[config.mk]
export PLATFORM = sky130hd
export DESIGN_NAME = fifo_sync_buffer
export DESIGN_NICKNAME = d
export VERILOG_FILES = /design/src/rtl/fifo_pkg.sv /design/src/rtl/fifo_sync_ram.sv /design/src/rtl/fifo_sync_buffer.sv
export SDC_FILE = /design/constraint.sdc
export NUM_CORES = 1
export LEC_CHECK = 0
export ABC_CLOCK_PERIOD_IN_PS = 2800
export CORE_UTILIZATION = 50
export CTS_CLUSTER_DIAMETER = 200
export CTS_CLUSTER_SIZE = 25
export DETAILED_ROUTE_END_ITERATION = 16
export GPL_ROUTABILITY_DRIVEN = 0
export PLACE_DENSITY = 0.7
export SETUP_SLACK_MARGIN = 0.3
export SYNTH_ARGS = -nofsm -noshare
export SYNTH_HDL_FRONTEND = slang
export SYNTH_SLANG_ARGS = --single-unit
[constraint.sdc]
create_clock -name clk -period 2.8 [get_ports clk]
set_input_delay 0.56 -clock clk [delete_from_list [all_inputs] [get_ports clk]]
set_output_delay 0.56 -clock clk [all_outputs]
set_load 0.005 [all_outputs]
[src/rtl/fifo_pkg.sv]
// Shared constants and helpers for the synchronous FIFO family.
// Provides pointer/count width and elaboration-time parameter legality.
// No logic; pure compile-time definitions.
package fifo_pkg;

  localparam int DEFAULT_DATA_WIDTH = 10;
  localparam int DEFAULT_DEPTH      = 16;

  // Pointers and count carry one extra bit so that a full FIFO (count == DEPTH)
  // is representable and the pointer MSB acts as the wrap bit.
  function automatic int ptr_width(input int depth);
    return $clog2(depth) + 1;
  endfunction

  // DEPTH must be a power of two (pointers wrap naturally) and the
  // thresholds must be strictly ordered inside the occupancy range.
  function automatic bit params_legal(input int depth, input int ae_level, input int af_level);
    return (depth >= 2) && ((depth & (depth - 1)) == 0) &&
           (ae_level > 0) && (ae_level < af_level) && (af_level <= depth);
  endfunction

endpackage

[src/rtl/fifo_sync_ram.sv]
// Register-array storage for the FIFO: one synchronous write port, one asynchronous read port.
// Latency: write visible on the read port after the write edge; read is combinational.
// No flow control here; the parent decides when a write is accepted.
module fifo_sync_ram
  import fifo_pkg::*;
#(
  parameter int DATA_WIDTH = DEFAULT_DATA_WIDTH,
  parameter int DEPTH      = DEFAULT_DEPTH
) (
  input  logic                     clk,
  input  logic                     wr_en,
  input  logic [$clog2(DEPTH)-1:0] wr_addr,
  input  logic [DATA_WIDTH-1:0]    wr_data,
  input  logic [$clog2(DEPTH)-1:0] rd_addr,
  output logic [DATA_WIDTH-1:0]    rd_data
);

  logic [DATA_WIDTH-1:0] mem [DEPTH];

  // Storage is deliberately not reset; the parent's pointers define validity.
  always_ff @(posedge clk) begin
    if (wr_en) begin
      mem[wr_addr] <= wr_data;
    end
  end

  assign rd_data = mem[rd_addr];

endmodule

[src/rtl/fifo_sync_buffer.sv]
// Parametrised single-clock FIFO with occupancy count, threshold flags and sticky error flags.
// Latency: FWFT=0 -> data one cycle after accepted read; FWFT=1 -> head word shown combinationally.
// Backpressure: writes when full are dropped (overflow), reads when empty are ignored (underflow).
module fifo_sync_buffer
  import fifo_pkg::*;
#(
  parameter int DATA_WIDTH         = DEFAULT_DATA_WIDTH,
  parameter int DEPTH              = DEFAULT_DEPTH,
  parameter int ALMOST_FULL_LEVEL  = DEPTH - 2,
  parameter int ALMOST_EMPTY_LEVEL = 2,
  parameter bit FWFT               = 1'b0
) (
  input  logic                       clk,
  input  logic                       reset_n,
  input  logic                       write_enable,
  input  logic [DATA_WIDTH-1:0]      data_in,
  input  logic                       read_enable,
  output logic [DATA_WIDTH-1:0]      data_out,
  output logic                       data_valid,
  output logic                       full,
  output logic                       empty,
  output logic                       almost_full,
  output logic                       almost_empty,
  output logic [$clog2(DEPTH):0]     count,
  output logic                       overflow,
  output logic                       underflow,
  input  logic                       clear_errors
);

  localparam int CW = ptr_width(DEPTH);
  localparam int AW = CW - 1;

  if (!params_legal(DEPTH, ALMOST_EMPTY_LEVEL, ALMOST_FULL_LEVEL)) begin : g_illegal_params
    $error("fifo_sync_buffer: illegal DEPTH or almost-full/almost-empty levels");
  end

  logic [CW-1:0]         write_pointer;
  logic [CW-1:0]         read_pointer;
  logic                  read_accept;
  logic                  write_accept;
  logic [DATA_WIDTH-1:0] rd_data;

  // A read frees a slot in the same cycle, so a full FIFO can still take a write.
  assign read_accept  = read_enable && !empty;
  assign write_accept = write_enable && (!full || read_accept);

  // Flags depend only on the registered count: no enable-to-flag path.
  assign full         = (count == CW'(DEPTH));
  assign empty        = (count == '0);
  assign almost_full  = (count >= CW'(ALMOST_FULL_LEVEL));
  assign almost_empty = (count <= CW'(ALMOST_EMPTY_LEVEL));

  fifo_sync_ram #(
    .DATA_WIDTH (DATA_WIDTH),
    .DEPTH      (DEPTH)
  ) u_ram (
    .clk     (clk),
    .wr_en   (write_accept),
    .wr_addr (write_pointer[AW-1:0]),
    .wr_data (data_in),
    .rd_addr (read_pointer[AW-1:0]),
    .rd_data (rd_data)
  );

  // Pointer and occupancy bookkeeping.
  always_ff @(posedge clk or negedge reset_n) begin
    if (!reset_n) begin
      write_pointer <= '0;
      read_pointer  <= '0;
      count         <= '0;
    end else begin
      if (write_accept) write_pointer <= write_pointer + CW'(1);
      if (read_accept)  read_pointer  <= read_pointer + CW'(1);
      case ({write_accept, read_accept})
        2'b10:   count <= count + CW'(1);
        2'b01:   count <= count - CW'(1);
        default: count <= count;
      endcase
    end
  end

  // Sticky error flags; clearing wins over a same-cycle error.
  always_ff @(posedge clk or negedge reset_n) begin
    if (!reset_n) begin
      overflow  <= 1'b0;
      underflow <= 1'b0;
    end else if (clear_errors) begin
      overflow  <= 1'b0;
      underflow <= 1'b0;
    end else begin
      if (write_enable && !write_accept) overflow  <= 1'b1;
      if (read_enable && empty)          underflow <= 1'b1;
    end
  end

  // The wrap-bit pointer difference must always agree with the tracked count.
  a_count_matches_pointers: assert property (
    @(posedge clk) disable iff (!reset_n) count == (write_pointer - read_pointer)
  );

  if (FWFT) begin : g_fwft
    // Head word is presented directly; read_enable acknowledges it.
    assign data_out   = rd_data;
    assign data_valid = !empty;
  end else begin : g_registered
    logic [DATA_WIDTH-1:0] data_q;
    logic                  valid_q;

    // Capture the head word on an accepted read; valid pulses for one cycle.
    always_ff @(posedge clk or negedge reset_n) begin
      if (!reset_n) begin
        data_q  <= '0;
        valid_q <= 1'b0;
      end else begin
        valid_q <= read_accept;
        if (read_accept) data_q <= rd_data;
      end
    end

    assign data_out   = data_q;
    assign data_valid = valid_q;
  end

endmodule

==> results.md <==
* Kind of path behind the tightest hold check: register to register
* Sequential share of the synthesized area at 73.7%
* Die Footprint at about 15,000 µm²
* Final net count at between 400 and 500
* Accumulated negative setup slack at 0 ps
* Max Freq at between 400 and 500 MHz
* Startpoint type of the worst setup path: register
* Buffers from clock root to sink, at most at 2
* Via count at 3,734
* DP Area at between 8000 and 9000 µm²
* Area of the multi-input gates at 1910 µm²
* Maximum capacitance violations at 0
* Total Routed Length at between 10,000 and 15,000 µm
* Setup Skew at roughly 7.5 ps
* Number of standard-cell rows in the floorplan at 44
* Cell count of the worst reg-to-reg path at 10
* Post-route DRC at 0
* Initial Util at between 50% and 60%
* Final clock period utilization by the worst path at 88.2%
* Clock tree root driver cell: clkbuf_16
* Die span in y at ~120 µm
* Leak Pwr at about 3.0 nW
* Worst setup timing slack at the placement stage at roughly 110 ps
* Total overflow reported by the global router at 0
* Area used by sequential logic in the layout at about 5500 µm²
* Kind of end point of the critical path: primary output
* Worst hold path cell count at 2
* Global-route wire length before repair at around 22,000 µm
* RSZ-0062 raised after global routing: no
* Post-Route Hold Slack at between 400 and 500 ps
* Via density at between 5 and 6
* Commonest cells after routing, fill and taps aside: edfxtp_1, mux4_2, clkdlybuf4s50_1
* Num ports at 37
* Port Buf Inserts at 36
* IR Drop Worst-Case VDD at roughly 0.0004 V
* Number of synthesized register bits at ~190
* Worst slew margin at 55.4%
* Largest driver fanout on the critical path at 3
* Final std cell area, no fill at 8860 µm²
* Count of unique library cells instantiated by Yosys at 37
* Worst EP arrival at 1910 ps
* All-Layer GR Usage at between 20% and 30%
* Final hold violation count at 0
* CTS H-tree lvls at 4
* Iter 0 DRT Violations at about 310
* Outcome: complete, no violations
* Core Region at 14,500 µm²
* Min Tclk post-route at approximately 2500 ps
* Count of warnings emitted by yosys at 0
* Crit path setup slack, layout at around 330 ps
* Hold Buf Count CTS at 0
* Number of placed instances, taps included at roughly 610
* Vias in the first global route at approximately 3,800
* Mapped cell area at around 7400 µm²
* Die span in x at 124 µm
* Pwr per Cell Area at approximately 1000 nW/µm²
* Cell count after synthesis at 379
* Length of the first detailed-routing pass in iterations at 5
* Pin slew with the least headroom to its limit at ~670 ps
* Antenna diodes at 0
* Clock buffer count from CTS at 17
* Residual antenna-violating net count after detailed routing at 0
* DP Wirelength at about 9000 µm
* Number of endpoints failing setup at the final stage at 0
* CTS tree: done
* Area growth from synthesis to layout at 19.6%
* FILL cells at slightly above 1,000
* Final-report max-slew violation count at 0
* Required @ worst endpoint at around 2200 ps
* Routed wirelength normalized by instance count at around 23 µm
* Number of antenna violations at the first check in global routing at 0
* Insertion delay to the later sink of the worst-skew pair at 430 ps
* Clock input transition at the sequential cells of the worst setup and hold paths at 70 ps
* Post-synthesis area per instance at about 20 µm²
* Most common cell after layout, fill and taps aside: edfxtp_1
* Kind of critical path: register to primary output
* Non-Filler Instances at ~640
* Synthesized netlist net count at ~400
* Fraction of final layout cells with drive strength greater than 1 at around 27%
* Pin count of the biggest net entering global routing at 27
* CTS Sinks at 186
==> where the power goes <==
group          internal [mW]  switching [mW]
combinational           1.39            1.21
clock                   1.35            1.02
sequential              3.42           0.400
total                   6.17            2.63
==> path summary, 6_finish.rpt <==
kind,startpoint,end,slack (ps)
setup reg to reg,count[2]$_DFFE_PN0P_,count[3]$_DFFE_PN0P_,410
setup / recovery,count[2]$_DFFE_PN0P_,almost_empty,330
hold reg to reg,data_out[4]$_DFFE_PN0P_,data_out[4]$_DFFE_PN0P_,500
max in group asynchronous,reset_n,read_pointer[0]$_DFFE_PN0P_,2000
hold / removal,data_out[4]$_DFFE_PN0P_,data_out[4]$_DFFE_PN0P_,500
min in group asynchronous,reset_n,overflow$_DFFE_PN0P_,510
==> state kept, by name, summed over array words and instances (netlist names) <==
signal / flops
underflow: 1
write_pointer: 4
overflow: 1
data_out: 10
data_valid: 1
read_pointer: 4
u_ram.mem: 160
count: 5
==> area by class of cell <==
class | count | area share (%)
inverter | 11 | 0.494
multi-input combinational | 163 | 21.6
sequential | 186 | 61.7
clock buffer | 19 | 5.00
timing repair buffer | 67 | 7.09
clock inverter | 13 | 1.55
tap | 184 | 2.60
==> worst max-delay path, stage by stage, from the launching register on <==
cell and delay [ps]:
dfrtp_2 420, or3_4 430, a21oi_2 130, clkdlybuf4s50_1 510
==> per-stage QoR <==
stage	utilization, %	total power, mW
final	61.2	8.80
after global routing	61.2	9.19
after CTS	61.0	8.81
after detailed placement	56.7	6.39
after global placement	56.7	6.31
after floorplan	-	5.40
==> per-layer routing <==
| metal | wire, µm | vias up | global-route usage (%) |
|---|---|---|---|
| met2 | 7350 | 113 | 33.5 |
| met1 | 6260 | 1941 | 28.7 |
| met5 | 0 | - | 0 |
| met3 | 806 | 21 | 4.35 |
| met4 | 294 | 0 | 8.96 |
| li1 | - | 1659 | - |
==> cell families (layout without fill, tap and decap cells) <==
family	count (synthesis)	after routing	synth area share, %
compound gates	27	27	3.06
xor+xnor	9	9	1.06
fa+ha+maj	9	9	1.62
buf+inv	30	110	1.71
flops	186	186	73.7
mux	63	63	15.4
simple gates	55	55	3.53
==> what timing repair did <==
| action | in CTS | in global routing |
|---|---|---|
| buffers inserted | 4 | 2 |
| gates resized for setup | 6 | 4 |
| pin swaps | 1 | 2 |
| endpoints found under the setup margin | 4 | 3 |
==> cell usage after synthesis (all sizes together) <==
cell	instances	area share (%)
nand4	2	0.17
clkbuf	6	0.30
a21oi	4	0.27
mux4	40	12
a211o	1	0.12
a211oi	2	0.20
xnor2	9	1.1
nor3	5	0.34
o221ai	9	1.1
nor4	4	0.34
o21a	1	0.10
and3	4	0.34
buf	13	0.84
nor2	12	0.61
ha	8	1.4
o31ai	1	0.29
nand2	18	0.91
nor2b	2	0.17
or4	1	0.10
mux2i	21	2.9
inv	11	0.56
a2111oi	1	0.12
a311oi	2	0.24
or3	1	0.085
a41o	1	0.14
mux2	2	0.30
o21ai	4	0.42
a21o	1	0.10
dfrtp	26	8.8
fa	1	0.27
edfxtp	160	65
nand2b	4	0.34
nand3	2	0.14
Note: power is estimated with default switching activity, not from simulation.
